**src/rtl/light_pkg.sv**
```systemverilog
// Shared constants for the rotating-LED chaser.
package light_pkg;

  localparam int unsigned LED_W                = 16;
  localparam logic [31:0] LIGHT_PERIOD_DEFAULT = 32'd5000000;
  localparam logic [15:0] LED_RESET            = 16'h0001;

endpackage

```
**src/rtl/light_tick.sv**
```systemverilog
// Free-running prescaler; tick is high whenever the count sits at zero.
module light_tick
  import light_pkg::*;
#(
  parameter logic [31:0] PERIOD = LIGHT_PERIOD_DEFAULT
) (
  input  logic clk,
  input  logic rst,
  output logic tick
);

  logic [31:0] r_count;
  logic [31:0] w_count_next;

  // >= rather than == so any out-of-range value recovers in one cycle
  always_comb begin
    w_count_next = r_count + 32'd1;
    if (r_count >= PERIOD) begin
      w_count_next = 32'd0;
    end
  end

  always_ff @(posedge clk) begin
    if (rst) begin
      r_count <= 32'd0;
    end else begin
      r_count <= w_count_next;
    end
  end

  assign tick = (r_count == 32'd0);

endmodule

```
**src/rtl/light_chaser.sv**
```systemverilog
// Single hot bit rotating toward the MSB once every PERIOD+1 cycles.
module light_chaser
  import light_pkg::*;
#(
  parameter int unsigned WIDTH  = LED_W,
  parameter logic [31:0] PERIOD = LIGHT_PERIOD_DEFAULT
) (
  input  logic             clk,
  input  logic             rst,
  output logic [WIDTH-1:0] led
);

  logic             w_tick;
  logic [WIDTH-1:0] r_led;

  light_tick #(
    .PERIOD(PERIOD)
  ) u_light_tick (
    .clk (clk),
    .rst (rst),
    .tick(w_tick)
  );

  always_ff @(posedge clk) begin
    if (rst) begin
      r_led <= {{(WIDTH-1){1'b0}}, 1'b1};
    end else if (w_tick) begin
      r_led <= {r_led[WIDTH-2:0], r_led[WIDTH-1]};
    end
  end

  assign led = r_led;

endmodule

```
**config.mk**
```make
export PLATFORM = sky130hd
export DESIGN_NAME = light_chaser
export DESIGN_NICKNAME = d
export VERILOG_FILES = /design/src/rtl/light_pkg.sv /design/src/rtl/light_tick.sv /design/src/rtl/light_chaser.sv
export SDC_FILE = /design/constraint.sdc
export NUM_CORES = 1
export LEC_CHECK = 0
export CELL_PAD_IN_SITES_DETAIL_PLACEMENT = 2
export CELL_PAD_IN_SITES_GLOBAL_PLACEMENT = 2
export CORE_MARGIN = 4
export CORE_UTILIZATION = 35
export DETAILED_ROUTE_END_ITERATION = 16
export GPL_ROUTABILITY_DRIVEN = 0
export PLACE_DENSITY = 0.82
export SYNTH_ARGS = -nofsm -noshare
export SYNTH_HDL_FRONTEND = slang
export SYNTH_SLANG_ARGS = --single-unit
```
**constraint.sdc**
```tcl
create_clock -name clk -period 4.4 [get_ports clk]
set_input_delay 1.1 -clock clk [delete_from_list [all_inputs] [get_ports clk]]
set_output_delay 1.1 -clock clk [all_outputs]
set_load 0.02 [all_outputs]
```
# ---- Yosys cells after proc, flatten, opt, wreduce, memory -nomap -nowiden
# Cells that the tools add are included.
# W data, S select, Z words.
dict set report word_totals {
  reg_bits 48
  latch_bits 0
  ramBits 0
  mem_bits_ro 0
  in_bits 2
  out_inout_bits 16
  wordCells 6
  mem_count 0
}
dict set report op_classes {
  add_sub_neg 1
  mul 0
  div_mod_pow 0
  magnitude_cmp 1
  eq_ne 0
  shift 0
  mux 0
  bitwise 0
  reduce_logical 2
}
# op n
set op_table {}
lappend op_table {{$add A32 B1 Y32 const B} 1}
lappend op_table {{$ge A32 B23 Y1 const B} 1}
lappend op_table {{$logic_not A32 Y1} 1}
lappend op_table {{$reduce_or A2 Y1} 1}

# ---- Logic depth before layout (Yosys ltp)
# Gate-level depths: netlist of the first run.
dict set report depth {
  ltp_word 2
  ltp_mapped 7
  ltp_nobuf 6
}

# ---- Modules after synthesis
# From an unflattened synthesis of the first run, not the netlist that was laid out.
dict set report unflattened {
  cells_unflattened 211
  hier_area_um2 2144.6
}
# mod n_inst cells_per_inst area_per_inst_um2 seq_area_each_um2
set modules_own_cells {}
lappend modules_own_cells {light_tick 1 159 1562.7 640.6}
lappend modules_own_cells {light_chaser 1 52 581.8 320.3}

# ---- Worst setup path before layout of the first run
# OpenSTA, ideal clock, no wires.
dict set report synth_timing {
  kind {in2reg}
  startpoint {input port rst}
  endpoint {register u_light_tick.r_count[18]}
  setup_time_ns 0.086
  t_arrival_ns 2.015
  t_required_ns 4.314
  setup_slack_ns 2.299
  path_stages 4
  path_buffers 2
  path_cell_list {clkbuf_1 a2111o_1 clkbuf_1 a211oi_1}
}
dict set report synth_between {
  elab_chain_cells 1
}
# element line_no
set synth_rtl {}
lappend synth_rtl {{from (decl)} light_chaser.sv:9} ;# input logic rst,
lappend synth_rtl {{$reduce_or A2 Y1 (no line)} n/a}
lappend synth_rtl {{to (signal assigned)} light_tick.sv:27} ;# r_count <= w_count_next;
lappend synth_rtl {{to (decl)} light_tick.sv:12} ;# logic [31:0] r_count;
# Every way passes these cells.
# A chain may end at the register's enable or synchronous reset.

# ---- Final worst setup path of the first run
dict set report layout_timing {
  startpoint {input port rst}
  endpoint {register u_light_tick.r_count[16]}
}
# The elaborated chain is that of the path after synthesis.

==> results_dict.tcl, run 1 <==
set metrics [dict create \
    synth_cells 203 \
    dpl.hpwl_um 3370 \
    postCtsResizedCells 0 \
    synth.top_cells.by_count "48 x dfxtp_1, 19 x nor3_1, 16 x mux2i_1, 16 x nand2b_1, 11 x xnor2_1" \
    detailedRoute.firstIterationViolations 37 \
    placedInstanceArea_mm2 0.00228 \
    utilization_pct 42.5 \
    post_cts_hold_buffer_count 0 \
    pre_cts_ws_ns 1.36 \
    mappedNetlistArea_mm2 0.00203 \
    synth_top_area_share_pct 47.4 \
    setup_tns_ns 0 \
    filler_cell_count 616 \
    ctsRootBufferMaster "clkbuf_8" \
    totalWireLength_um 5050 \
    slew_headroom_pct 44.1 \
    grt_first_pass_wirelength_um 8670 \
    synthToLayoutAreaGrowth_pct 17.0 \
    num-nets-final 232 \
    globalRoute.totalOverflow 0 \
    worstSetupPathType "primary input to flop" \
    synth-edff-count 0 \
    clock_sinks 48 \
    grt_pass1_vias 1700 \
    power.density_cell_area_mw_per_mm2 299 \
    critical_path_peak_fanout 23 \
    vias_per_cell 5.30 \
    synth_largest_area_cell "dfxtp_1" \
    clk_skew_ns 0.00797 \
    worstHoldPathCells 1 \
    slew_viol_final 0 \
    drive_above_1_share_pct 7.42 \
    clock.fmax_ghz 0.366 \
    cts_htree_levels 2 \
    period_minus_slack_ns 2.73 \
    status "finished clean" \
    cts_tree "done" \
    grt_setup_unrepaired "no" \
    ys.warnings.count 0 \
    die_w_um 84.1 \
    yosys_register_bits 48 \
    floorplan.die_area_mm2 0.00707 \
    p_leak_uw 0.000700 \
    worstMarginPinSlew_ns 0.839 \
    async_flop_share_pct 0 \
    netlist_top_cells_area "dfxtp_1 47%, mux2i_1 7.9%, nand2b_1 4.9%" \
    type_of_element_capturing_the_critical_path "flop" \
    max_cap_viols 0 \
    cts_inserted_buffers 5 \
    antennaDiodeCount 0 \
    critical_path_data_arrival_time_ns 2.94 \
    fp.coreArea_mm2 0.00557 \
    setup_slack_ns 1.67 \
    report.final.setup_viol 0 \
    synth.yosys.seq_area_share_pct 47.4 \
    vdd_ir_drop_max_uv 235 \
    floorplan.initialDensity_pct 36.3 \
    avgSynthCellArea_um2 9.98 \
    drt_drc_violations_left 0 \
    clock_latency_ns 0.30 \
    i_o_buffers 17 \
    final-hold-violation-count 0 \
    antenna_left 0 \
    total_setup_buffers_inserted_after_cts 0 \
    worstPathRequired_ns 4.61 \
    layout.cell_area.non_filler_mm2 0.00237 \
    router_iterations_before_antenna_repair 4 \
    num_io_pins 18 \
    min-delay-path-class "flop to flop" \
    wire_length_per_cell_after_detailed_routing_um 16.8 \
    via_count 1594 \
    number_of_library_cell_types_mapped_by_synthesis 36 \
    globalRouteTotalUtil_pct 15.2 \
    cts.path.max_buffers 2 \
    grt_antenna_before_repair 0 \
    final.period_utilization_pct 62.1 \
    postSynth.topFlopCell "dfxtp_1" \
    synth.most_common_cell "dfxtp_1" \
    floorplan.die.height_um 84.1 \
    worst_r2r_path_depth 5 \
    setup.worst_path.start_class "primary input" \
    grt_max_degree 24 \
    clk_pin_slew_worst_paths_ns 0.09 \
    rows 27 \
]
routing by layer:
metal | global-route usage, % | part of all wire (%)
met2 | 26.3 | 52
met1 | 18.9 | 45
met3 | 2.76 | 1.9
met4 | 4.82 | 1.4
met5 | 0 | 0
cell usage in the layout, fill, tap and decap left out, drive strengths merged, types with 2 or more instances in the layout:
master         Yosys  final
dfxtp             48     48
nor3              19     19
clkdlybuf4s50      0     17
nand2b            16     16
mux2i             16     16
xnor2             11     11
nand2             10     10
conb               1      9
nor4               8      8
nand3              8      8
a211oi             8      8
inv                7      7
or4                6      6
nor2               5      5
clkbuf             4      5
o31ai              4      4
nand4              4      4
o21ai              4      4
or3                4      4
clkinv             0      3
nor4b              2      2
xor2               2      2
ha                 2      2
buf                5      2
power breakdown:
group / switching (µW) / internal, µW / total, µW
Clock: 150 / 111 / 261
Sequential: 1.39 / 438 / 440
Combinational: 4.41 / 4.22 / 8.63
kinds of logic after synthesis:
group           share of synthesized area, %
fa+ha+maj                               1.24
mux                                     7.91
other cells                            0.185
compound gates                          8.15
simple gates                            25.6
xor+xnor                                5.62
flops                                   47.4
buf+inv                                 3.89
metrics by stage:
step	hold WS (ns)	cells	power (µW)
4_1_cts	0.503	301	719
3_3_place_gp	0.486	293	458
6_report	0.496	301	709
3_5_place_dp	0.487	293	459
2_1_floorplan	0.456	211	456
5_1_grt	0.537	301	741
final cells by class:
cell class	count	area, µm²	share of cell area, %
timing repair buffer	19	185	7.81
tap	72	90.1	3.80
clock inverter	3	18.8	0.792
inverter	7	26.3	1.11
multi-input combinational	147	1020	43.1
clock buffer	5	68.8	2.90
sequential	48	961	40.5
worst max-delay path: stages:
cell and delay, ns:
clkdlybuf4s50_1 0.70, a2111o_1 0.82, nor3_1 0.32
worst paths after layout:
path / to / slack, ns / from
max: u_light_tick.r_count[16]$_SDFF_PP0_ / 1.67 / rst
min: u_light_tick.r_count[0]$_SDFF_PP0_ / 0.50 / u_light_tick.r_count[0]$_SDFF_PP0_
max reg2reg: u_light_tick.r_count[16]$_SDFF_PP0_ / 2.05 / u_light_tick.r_count[17]$_SDFF_PP0_
min reg2reg: u_light_tick.r_count[0]$_SDFF_PP0_ / 0.50 / u_light_tick.r_count[0]$_SDFF_PP0_
registers in the layout, indices dropped and copies added (netlist names):
| signal | cells |
|---|---|
| u_light_tick.r_count | 32 |
| led | 16 |
Note: power is estimated with default switching activity, not from simulation.
==> inputs of run 2 (changes only) <==
--- a/config.mk
+++ b/config.mk
@@ -8,10 +8,10 @@
 export CELL_PAD_IN_SITES_DETAIL_PLACEMENT = 2
 export CELL_PAD_IN_SITES_GLOBAL_PLACEMENT = 2
 export CORE_MARGIN = 4
-export CORE_UTILIZATION = 35
+export CORE_UTILIZATION = 33
 export DETAILED_ROUTE_END_ITERATION = 16
 export GPL_ROUTABILITY_DRIVEN = 0
-export PLACE_DENSITY = 0.82
+export PLACE_DENSITY = 0.81
 export SYNTH_ARGS = -nofsm -noshare
 export SYNTH_HDL_FRONTEND = slang
 export SYNTH_SLANG_ARGS = --single-unit
==> constraint.sdc (replaced) <==
create_clock -name clk -period 2.2 [get_ports clk]
set_input_delay 0.55 -clock clk [delete_from_list [all_inputs] [get_ports clk]]
set_output_delay 0.55 -clock clk [all_outputs]
set_load 0.02 [all_outputs]
==> run 2 against run 1 <==
Compared with the run above:
- flip-flop and latch count unchanged
- die area increased by 5.5%
- sequential power increased by 100%
- clock-buffer cell count unchanged
- clock power increased to 2.5 times the previous value
- design area increased by 5.0%
- critical path type is now flop to flop
- critical endpoint is now u_light_tick.r_count[18]$_SDFF_PP0_
- largest cell class unchanged
==> results_dict.tcl, run 2 (same netlist as run 1, synthesis figures left out) <==
set metrics [dict create \
    critical_path_peak_fanout 4 \
    antennaDiodeCount 0 \
    via_count 1636 \
    final_cell_mix "48 x dfxtp_1, 19 x nor3_1, 17 x clkdlybuf4s50_1" \
    floorplan.die.height_um 86.4 \
    drt_drc_violations_left 0 \
    clock.fmax_ghz 0.480 \
    worstPathRequired_ns 2.42 \
    num-nets-final 241 \
    power.switching_uw 333 \
    num_io_pins 18 \
    grt_setup_unrepaired "no" \
    rows 28 \
    worstPathCellList "ha_1, nand4_1, or4_1, or3_1, a211oi_1" \
    worst_r2r_startpoint "u_light_tick.r_count[0]$_SDFF_PP0_" \
    clk_skew_ns 0.00515 \
    fin_total_pwr_uw 1560 \
    clock_sinks 48 \
    cts_htree_levels 2 \
    wire_length_per_cell_after_detailed_routing_um 18.0 \
    report.final.setup_viol 0 \
    detailedRoute.firstIterationViolations 46 \
    final.hold.worst_slack_ns 0.511 \
    grt_pass1_vias 1881 \
    regMostFlops "u_light_tick.r_count" \
    period_minus_slack_ns 2.08 \
    p_leak_uw 0.000756 \
    pre_cts_ws_ns 0.182 \
    multi_input_comb_area_mm2 0.00103 \
    router_iterations_before_antenna_repair 4 \
    critical_path.max_stage_delay_ns 0.58 \
    clk_pin_slew_worst_paths_ns 0.09 \
    grt_antenna_before_repair 0 \
    critical_path_data_arrival_time_ns 2.31 \
    power.share.switching_pct 21.3 \
    drive_above_1_share_pct 11.3 \
    timing.critical_path.buf_inv 0 \
    worstSetupPathType "flop to flop" \
    setup.worst_path.start_class "flop" \
    max_cap_viols 0 \
    type_of_element_capturing_the_critical_path "flop" \
    layout_commonest_cell "dfxtp_1" \
    critical_path.slowest_cell "or4_1" \
    clock_latency_ns 0.31 \
    vias_per_cell 5.23 \
    setup.worst_path.start "u_light_tick.r_count[0]$_SDFF_PP0_" \
    filler_cell_count 638 \
    floorplan.initialDensity_pct 34.0 \
    layout.area.seq_um2 961 \
    synthToLayoutAreaGrowth_pct 22.9 \
    grt_max_degree 24 \
    final-hold-violation-count 0 \
    power.share.clock_pct 42.4 \
    cp_top_family "simple AND/OR/NAND/NOR gates" \
    cts.path.max_buffers 2 \
    slew_viol_final 0 \
    power_frac_comb_pct 1.2 \
    min-delay-path-class "flop to flop" \
    setup_slack_ns 0.117 \
    i_o_buffers 17 \
    antenna_left 0 \
    reg_power_share_pct 56.4 \
    globalRouteTotalUtil_pct 16.5 \
    fp.coreArea_mm2 0.00596 \
    cts_tree "done" \
    status "finished clean" \
    intPower_uw 1230 \
    total_setup_buffers_inserted_after_cts 0 \
    dpl.hpwl_um 3810 \
    cts_inserted_buffers 5 \
    worstHoldStart "u_light_tick.r_count[0]$_SDFF_PP0_" \
    floorplan.die_area_mm2 0.00746 \
    totalWireLength_um 5650 \
    die_w_um 86.4 \
    final.period_utilization_pct 94.7 \
    vdd_ir_drop_max_uv 363 \
    power.density_cell_area_mw_per_mm2 627 \
    grt_first_pass_wirelength_um 9670 \
    largest_register_ffs 32 \
    ctsRootBufferMaster "clkbuf_8" \
    globalRoute.totalOverflow 0 \
    setup_tns_ns 0 \
]
==> run 2: changes by cell type in the layout (fill, tap and decap cells not counted), sizes merged <==
cell    change
buf         +9
bufinv      +1
clkinv      -1
==> run 2: worst paths after layout <==
check | end | slack [ns] | cells after the start
worst max register to register | u_light_tick.r_count[18]$_SDFF_PP0_ | 0.12 | 5
worst max-delay path | u_light_tick.r_count[18]$_SDFF_PP0_ | 0.12 | 5
worst min register to register | u_light_tick.r_count[0]$_SDFF_PP0_ | 0.51 | 1
worst min-delay path | u_light_tick.r_count[0]$_SDFF_PP0_ | 0.51 | 1
==> run 2: power by group through the flow <==
stage,Combinational [µW],Clock [µW],Sequential [µW]
global route,21.5,723,882
global placement,18.0,0,900
floorplan,12.7,0,899
detailed placement,18.4,0,901
CTS,18.5,680,881
finish,19.5,662,881
==> run 2: worst register-to-register path: cells and delay by family, from the launching register on <==
kind | cells | cell delay, ns
fa+ha+maj | 1 | 0.26
flops | 1 | 0.40
compound gates | 1 | 0.25
simple gates | 3 | 1.10
==> run 2: layout make-up <==
class / count / share of cell area (%)
Multi-Input combinational cell: 147 / 41.3
Sequential cell: 48 / 38.6
Timing Repair Buffer: 28 / 10.7
Tap cell: 75 / 3.77
Clock buffer: 5 / 2.76
Clock inverter: 3 / 1.91
Inverter: 7 / 1.06
==> run 2: repair_timing <==
item,4_1_cts,5_1_grt
resized for setup,0,1
setup endpoints to repair,0,1
hold buffers,0,0
==> run 2: per-stage QoR <==
step	instance area [µm²]	std cells	utilization, %
global route	2490	313	41.8
CTS	2480	313	41.7
floorplan	2060	211	-
global placement	2370	305	39.7
detailed placement	2370	305	39.7
finish	2490	313	41.8
==> run 2: layer usage <==
layer | wire length (µm) | GRT usage [%]
met3 | 112 | 3.52
met1 | 2550 | 20.6
met2 | 2880 | 28.5
met5 | 0 | 0
met4 | 106 | 5.24
==> inputs of run 3 (changes only) <==
==> constraint.sdc (replaced) <==
create_clock -name clk -period 1.8 [get_ports clk]
set_input_delay 0.45 -clock clk [delete_from_list [all_inputs] [get_ports clk]]
set_output_delay 0.45 -clock clk [all_outputs]
set_load 0.02 [all_outputs]
==> run 3 against run 2 <==
Compared with the run above:
- the flow now finishes with violations (negative setup slack)
- clock skew grew 0.0080 ns
- sequential share of layout area is 5.2 points lower
- largest power group unchanged
- flip-flop and latch count did not move
- clock power grew 21%
- via count grew 13%
- largest cell class unchanged
- total power increased by 21%
- utilization rose by 8.1 points
- critical path type unchanged
- wire length grew 41%
==> results_dict.tcl, run 3 (same netlist as run 1, synthesis figures left out) <==
set metrics [dict create \
    status "finished, violations left" \
    violations "negative setup slack" \
    setup.worst_path.start_class "flop" \
    clock_sinks 48 \
    worstPathRequired_ns 2.04 \
    final.hold.worst_slack_ns 0.451 \
    critical_path_data_arrival_time_ns 2.25 \
    multi_input_comb_area_mm2 0.00117 \
    slew_viol_final 0 \
    worstPathCellList "buf_6, nand4_1, buf_4, buf_4, buf_4, nor4_2, buf_4, a41oi_1, nor3_1" \
    floorplan.die_area_mm2 0.00746 \
    critical_path.most_common_cell "buf_4" \
    setup.worst_path.start "u_light_tick.r_count[8]$_SDFF_PP0_" \
    clock.fmax_ghz 0.500 \
    detailedRoute.firstIterationViolations 91 \
    critical_path_peak_fanout 4 \
    cts_tree "done" \
    antenna_left 0 \
    fp.coreArea_mm2 0.00596 \
    filler_cell_count 611 \
    dpl.hpwl_um 4150 \
    critical_path.slowest_cell "dfxtp_4" \
    met3WireLength_um 201 \
    largest_register_ffs 32 \
    report.final.setup_viol 39 \
    layout.area.seq_um2 992 \
    cts_inserted_buffers 5 \
    final_cell_mix "31 x dfxtp_1, 27 x buf_4, 16 x nand2b_1" \
    layout_commonest_cell "dfxtp_1" \
    wire_length_per_cell_after_detailed_routing_um 23.2 \
    topRoutingLayerUsed "met4" \
    drive_above_1_share_pct 37.2 \
    worstHoldStart "u_light_tick.r_count[0]$_SDFF_PP0_" \
    num-nets-final 272 \
    clk_pin_slew_worst_paths_ns 0.10 \
    max_cap_viols 0 \
    grt_pass1_vias 1991 \
    final-hold-violation-count 0 \
    wirelength_met1_um 3350 \
    globalRoute.totalOverflow 0 \
    power.density_cell_area_mw_per_mm2 638 \
    utilization_pct 49.9 \
    clk_skew_ns 0.0131 \
    cts.path.max_buffers 2 \
    type_of_element_capturing_the_critical_path "flop" \
    setup_slack_ns -0.202 \
    clock_latency_ns 0.33 \
    period_minus_slack_ns 2.00 \
    critical_path.max_stage_delay_ns 0.38 \
    worst_r2r_startpoint "u_light_tick.r_count[8]$_SDFF_PP0_" \
    globalRouteTotalUtil_pct 19.2 \
    grt_antenna_before_repair 0 \
    drt_drc_violations_left 0 \
    i_o_buffers 17 \
    grt_max_degree 19 \
    grt_setup_unrepaired "yes" \
    floorplan.die.height_um 86.4 \
    floorplan.initialDensity_pct 34.0 \
    min-delay-path-class "flop to flop" \
    rows 28 \
    num_io_pins 18 \
    totalWireLength_um 7970 \
    router_iterations_before_antenna_repair 4 \
    regMostFlops "u_light_tick.r_count" \
    p_leak_uw 0.00101 \
    vias_per_cell 5.36 \
    vdd_ir_drop_max_uv 355 \
    synthToLayoutAreaGrowth_pct 46.8 \
    setup_tns_ns -2.82 \
    cts_htree_levels 2 \
    wl_met2_um 4270 \
    die_w_um 86.4 \
    antennaDiodeCount 0 \
    final.period_utilization_pct 111 \
    ctsRootBufferMaster "clkbuf_8" \
    worstSetupPathType "flop to flop" \
    via_count 1845 \
    grt_first_pass_wirelength_um 10900 \
]
## run 3: worst paths after layout
| check | to | slack [ns] | cells past startpoint |
|---|---|---|---|
| max | u_light_tick.r_count[22]$_SDFF_PP0_ | -0.20 | 9 |
| min | u_light_tick.r_count[0]$_SDFF_PP0_ | 0.45 | 1 |
| max reg2reg | u_light_tick.r_count[22]$_SDFF_PP0_ | -0.20 | 9 |
| min reg2reg | u_light_tick.r_count[0]$_SDFF_PP0_ | 0.45 | 1 |
## run 3: report_power, final
part,leakage [µW],switching (µW),internal (µW)
logic,0.000553,14.4,13.5
registers,0.000400,4.00,1070
clock network,0.0000596,401,399
## run 3: area by class of cell
class,instances,area share [%]
multi-input cells,147,39.3
flip-flops and latches,48,33.4
repair buffers,59,19.4
clock buffers,7,3.62
well taps,75,3.16
inverters,7,0.884
clock inverters,1,0.295
## run 3: stage by stage
| step | cell area, µm² | std cells | total power, µW | setup slack, ns |
|---|---|---|---|---|
| after floorplan | 2090 | 211 | 1110 | -0.0681 |
| after global placement | 2520 | 323 | 1120 | 0.0264 |
| after detailed placement | 2520 | 323 | 1120 | -0.0835 |
| after CTS | 2820 | 337 | 1900 | -0.0506 |
| after global routing | 2970 | 344 | 1970 | -0.351 |
| final | 2970 | 344 | 1900 | -0.202 |
## run 3: timing repair
item                                   4_1_cts  5_1_grt
pin swaps                                    8        6
hold buffers                                 0        0
endpoints found under the hold margin        0        0
setup endpoints to repair                   33       39
cloned                                       1        2
gates resized for setup                     28       34
buffers inserted                             5        5
## run 3: routing by layer
| metal | track usage (%) | vias to the layer above |
|---|---|---|
| li1 | - | 853 |
| met1 | 23.2 | 939 |
| met2 | 33.4 | 34 |
| met3 | 3.33 | 19 |
| met4 | 7.79 | 0 |
| met5 | 0 | - |
## run 3: critical path, delay by kind of cell, from the launching register on
family                 cells  cell delay, ns
buffers and inverters      5            0.75
AND/OR/NAND/NOR            3            0.67
flip-flops                 1            0.38
AO/OA/AOI/OAI              1            0.12
